[config.mk]
export PLATFORM = sky130hd
export DESIGN_NAME = fetch_stage
export DESIGN_NICKNAME = d
export VERILOG_FILES = /design/src/rtl/fetch_stage.sv
export SDC_FILE = /design/constraint.sdc
export NUM_CORES = 1
export LEC_CHECK = 0
export ABC_AREA = 1
export BUFFER_PORTS_ARGS = -buffer_cell sky130_fd_sc_hd__buf_4
export CAP_MARGIN = 25
export CORE_MARGIN = 5
export CORE_UTILIZATION = 25
export CTS_CLUSTER_DIAMETER = 200
export CTS_CLUSTER_SIZE = 12
export DETAILED_ROUTE_END_ITERATION = 12
export GPL_ROUTABILITY_DRIVEN = 0
export PLACE_DENSITY_LB_ADDON = 0.1
export SYNTH_ARGS = -nofsm -noshare
export SYNTH_HDL_FRONTEND = slang
export SYNTH_SLANG_ARGS = --single-unit
[constraint.sdc]
create_clock -name clk -period 1.6 [get_ports clk]
set_clock_uncertainty 0.1 [all_clocks]
set_input_delay 0.16 -clock clk [delete_from_list [all_inputs] [get_ports clk]]
set_output_delay 0.16 -clock clk [all_outputs]
set_load 0.01 [all_outputs]
[src/rtl/fetch_stage.sv]
// Skylark-V instruction-fetch stage: owns the PC, drives instruction memory and
// holds the IF/ID pipeline register, applying redirects, stalls, flushes and memory waits.
module fetch_stage #(
    parameter logic [31:0] RESET_PC  = 32'h0000_0000,
    parameter logic [31:0] NOP_INSTR = 32'h0000_0013
) (
    input  logic        clk,
    input  logic        reset,
    input  logic        StallF,
    input  logic        StallD,
    input  logic        FlushD,
    input  logic        PCSrcE,
    input  logic [31:0] PCTargetE,
    output logic [31:0] ImemAddr,
    input  logic [31:0] ImemRdata,
    input  logic        ImemReady,
    output logic [31:0] PCF,
    output logic [31:0] InstrD,
    output logic [31:0] PCD,
    output logic [31:0] PCPlus4D,
    output logic        ValidD,
    output logic [31:0] FetchCount
);

    logic [31:0] pc_q, pc_d;
    logic [31:0] instr_q, instr_d;
    logic [31:0] pcd_q, pcd_d;
    logic [31:0] pcplus4d_q, pcplus4d_d;
    logic        valid_q, valid_d;
    logic [31:0] count_q, count_d;
    logic [31:0] pc_plus_f;
    logic        capture;
    logic        advance;

    always_comb begin
        pc_plus_f = pc_q + 32'd4;
        capture   = !FlushD && !PCSrcE && !StallD && ImemReady;
        // The PC only moves past a word once decode has actually taken it.
        advance   = capture && !StallF;

        pc_d = pc_q;
        if (PCSrcE) begin
            pc_d = {PCTargetE[31:2], 2'b00};
        end else if (advance) begin
            pc_d = pc_plus_f;
        end

        instr_d    = instr_q;
        pcd_d      = pcd_q;
        pcplus4d_d = pcplus4d_q;
        valid_d    = valid_q;
        if (FlushD || PCSrcE || (!StallD && !ImemReady)) begin
            instr_d    = NOP_INSTR;
            pcd_d      = 32'd0;
            pcplus4d_d = 32'd0;
            valid_d    = 1'b0;
        end else if (capture) begin
            instr_d    = ImemRdata;
            pcd_d      = pc_q;
            pcplus4d_d = pc_plus_f;
            valid_d    = 1'b1;
        end

        count_d = capture ? count_q + 32'd1 : count_q;
    end

    always_ff @(posedge clk) begin
        if (reset) begin
            pc_q       <= RESET_PC;
            instr_q    <= NOP_INSTR;
            pcd_q      <= 32'd0;
            pcplus4d_q <= 32'd0;
            valid_q    <= 1'b0;
            count_q    <= 32'd0;
        end else begin
            pc_q       <= pc_d;
            instr_q    <= instr_d;
            pcd_q      <= pcd_d;
            pcplus4d_q <= pcplus4d_d;
            valid_q    <= valid_d;
            count_q    <= count_d;
        end
    end

    assign ImemAddr   = pc_q;
    assign PCF        = pc_q;
    assign InstrD     = instr_q;
    assign PCD        = pcd_q;
    assign PCPlus4D   = pcplus4d_q;
    assign ValidD     = valid_q;
    assign FetchCount = count_q;

endmodule
==> results list <==
- Run status: finished, violations left
* Violated checks: setup timing
* Number of I/O pins: 264
- The clock reaches the later pin of the worst-skew pair after 0.43 ns.
* Number of instances in the synthesized netlist: 1102
- R2R setup slack: -0.05 ns
* Critical Path, Cell by Cell: ha_4, nand2_4, nor2_4, nand2_4, nor2_4, nand2_1, nand2_1, nand2_2, a21oi_2, nor2_1
- The detail route stage leaves a number of antenna-violating nets equal to 0.
- The synthesized design contains 155 register bits.
- Summing over every cut layer, the via total after detailed routing is 7933.
- Post-synthesis cell area: 7720 µm²
* Crit Path Max Fanout: 5
- The first global-routing pass estimated 43200 µm of wire.
- Biggest cell delay along the critical path: 0.36 ns
- H-tree level count: 4
* Max-slew violation count: 0
* Synth top area share: 0.402
- Type of element launching the critical path: flop
- Number of nets in the finished design: 1546
- The largest individual stage delay along the critical path comes from the cell dfxtp_4.
* Final antenna diode count: 0
- At the worst endpoint, the required time is 1.80 ns.
- The first routing iteration left 387 violations.
- Clock tree from TritonCTS: yes
- First drt pass iteration count: 4
* Final setup violation count: 7
* Pin count of the biggest net entering global routing: 49
* Share of synthesized flip-flops with an asynchronous set or reset: 0
- Height of the die: 186 µm
- The floorplan has 64 rows.
* Most instantiated cells after synthesis: nand2_1, dfxtp_1, nor2_1
* Area of the core: 30500 µm²
- The clock net in this run drives a total of 155 sinks.
* Global-route usage over all layers: 0.160
- Max-cap violations: 0
* Total Power Consumption: 9.18 mW
* Wire length per cell: 15.2 µm
* Number of distinct library cells after synthesis: 43
- Element type at the critical path end: flop
* Tightest slew margin relative to the limit: 0.627
* Buffers added on ports: 253
* Number of antenna violations at the first check in global routing: 0
- Prior to clock tree synthesis, the placed netlist has a worst setup slack of -0.110 ns.
- Worst hold path type: input pin to flop
- The die is 186 µm wide.
- Dividing the final minimum period by the clock period gives 1.03.
- Min cycle time layout: 1.65 ns
- Top cell family by delay on the critical path: simple AND/OR/NAND/NOR gates
- For this design the ratio of total power to cell area is 763 nW/µm².
- Worst Tran Pin Value: 0.559 ns
* Most instantiated flip-flop cell in the synthesis netlist: dfxtp_1
* Number of enable flip-flop cells after synthesis: 0
* Max IR drop VDD: 648 µV
* Sum of net half-perimeters after detailed placement: 21500 µm
- DRC violations left: 0
- Sorting the synthesized cells by area gives the leading types as dfxtp_1, nand2_1, nor2_1.
* Clock Tree Root: clkbuf_16
- Counting along the longest clock path gives a buffer depth of 2.
* Cell leakage power: 5.55 nW
- Starting density of the core: 0.253
* Fraction of layout cells with a size suffix above 1: 0.359
- Clk pin slew, worst setup/hold paths: 0.07 ns
- Counting both buffers and inverters, the worst setup path holds a total of 0.
- For this run, the register share of the synthesized area comes to 0.402.
- Setup slack of the critical path after layout: -0.0540 ns
- Most common cell in the synthesized netlist: nand2_1
* Avg Synthesized Cell Area: 7.00 µm²
* Number of global-route vias before repair: 7579
- The final-report hold violation count is 0.
- Largest area contributor in the synthesized netlist: dfxtp_1
* Number of buffers created by CTS: 17
- For this run, the top clock speed supported by timing is 605 MHz.
- After detailed routing, the total wire length is 28700 µm.
- Compared with the post-synthesis result, the final layout area differs by 55.9%.
* Total of warnings raised by yosys: 0
* Endpoint arrival time on the critical path: 1.86 ns
- The worst setup path is of the flop to flop kind.
- Per-cell via count in the routed design: 4.22
* Global route overflow: 0
- Floorplan die area: 34500 µm²
- Setup repair after global routing could not meet its margin everywhere.
[per-layer routing]
metal	track usage	vias up	wire, µm
li1	-	4143	-
met1	0.223	3599	13700
met2	0.260	180	13200
met3	0.0311	11	1490
met4	0.0326	0	227
met5	0	-	0
[path summary, 6_finish.rpt]
path	start	end	depth (start not counted)
max reg2reg	ImemAddr[2]	ImemAddr[20]	10
min	PCTargetE[11]	ImemAddr[11]	5
max	ImemAddr[2]	ImemAddr[20]	10
min reg2reg	PCD[3]	PCD[3]	2
[cells by family (layout without fill, tap and decap cells)]
group,count (synthesis),after routing,share of synthesized area
other,1,8,0.000486
DFF,155,155,0.402
xor gates and xnor gates,21,21,0.0267
buffers and inverters,206,583,0.128
and+or+nand+nor,521,521,0.308
adders and majority gates,2,2,0.00324
AOI/OAI and AO/OA,196,196,0.132
[worst register-to-register path: stages, from the launching register on]
cell     delay [ns]
dfxtp_4        0.36
ha_4           0.15
nand2_4        0.05
nor2_4         0.13
nand2_4        0.12
nor2_4         0.24
nand2_1        0.09
nand2_1        0.08
nand2_2        0.07
a21oi_2        0.12
nor2_1         0.05
[cell type report]
cell class,instances,area (µm²)
Fill cell,3288,18500
Multi-Input combinational cell,748,3890
Timing Repair Buffer,427,3450
Sequential cell,155,3130
Tap cell,396,495
Inverter,124,469
Clock buffer,20,457
Clock inverter,12,129
[registers in the layout (all words and copies together), names as in the netlist]
| signal | count |
|---|---|
| FetchCount | 32 |
| InstrD | 32 |
| ImemAddr | 30 |
| PCD | 30 |
| PCPlus4D | 30 |
| ValidD | 1 |
[placed cells by master, fill, tap and decap left out, types with 11 or more instances in the layout]
cell type / instances
a21oi_1: 88
buf_4: 361
clkbuf_16: 17
dfxtp_1: 136
dfxtp_2: 16
dlygate4sd3_1: 55
inv_1: 111
inv_2: 11
nand2_1: 281
nand2_2: 22
nand3_1: 33
nor2_1: 118
nor2_2: 13
nor2_4: 18
o21ai_0: 57
o21ai_1: 27
[per-stage QoR]
| step | setup TNS [ns] | instance area, µm² | instances | utilization | hold WS [ns] |
|---|---|---|---|---|---|
| after global placement | -0.736 | 10600 | 1786 | 0.346 | 0.277 |
| after detailed placement | -0.771 | 10600 | 1786 | 0.346 | 0.282 |
| after global routing | -1.74 | 12000 | 1882 | 0.394 | 0.0423 |
| after floorplan | 0 | 7750 | 1109 | - | 0.186 |
| final | -0.149 | 12000 | 1882 | 0.394 | 0.0154 |
| after CTS | -0.191 | 11800 | 1876 | 0.386 | 0.00531 |
[where the power goes]
| part | internal, mW | switching (mW) | total, mW |
|---|---|---|---|
| sequential | 3.91 | 0.0585 | 3.97 |
| combinational | 0.532 | 0.542 | 1.07 |
| clock | 2.28 | 1.86 | 4.14 |
| total | 6.72 | 2.46 | 9.18 |
[what timing repair did]
action                     in CTS  in global routing
setup buffers                   3                  6
resized for setup              14                 70
hold endpoints to repair       55                  0
hold buffers                   55                  0
setup endpoints to repair      32                 70
pin swaps                      10                 35
Note: power is estimated with default switching activity, not from simulation.
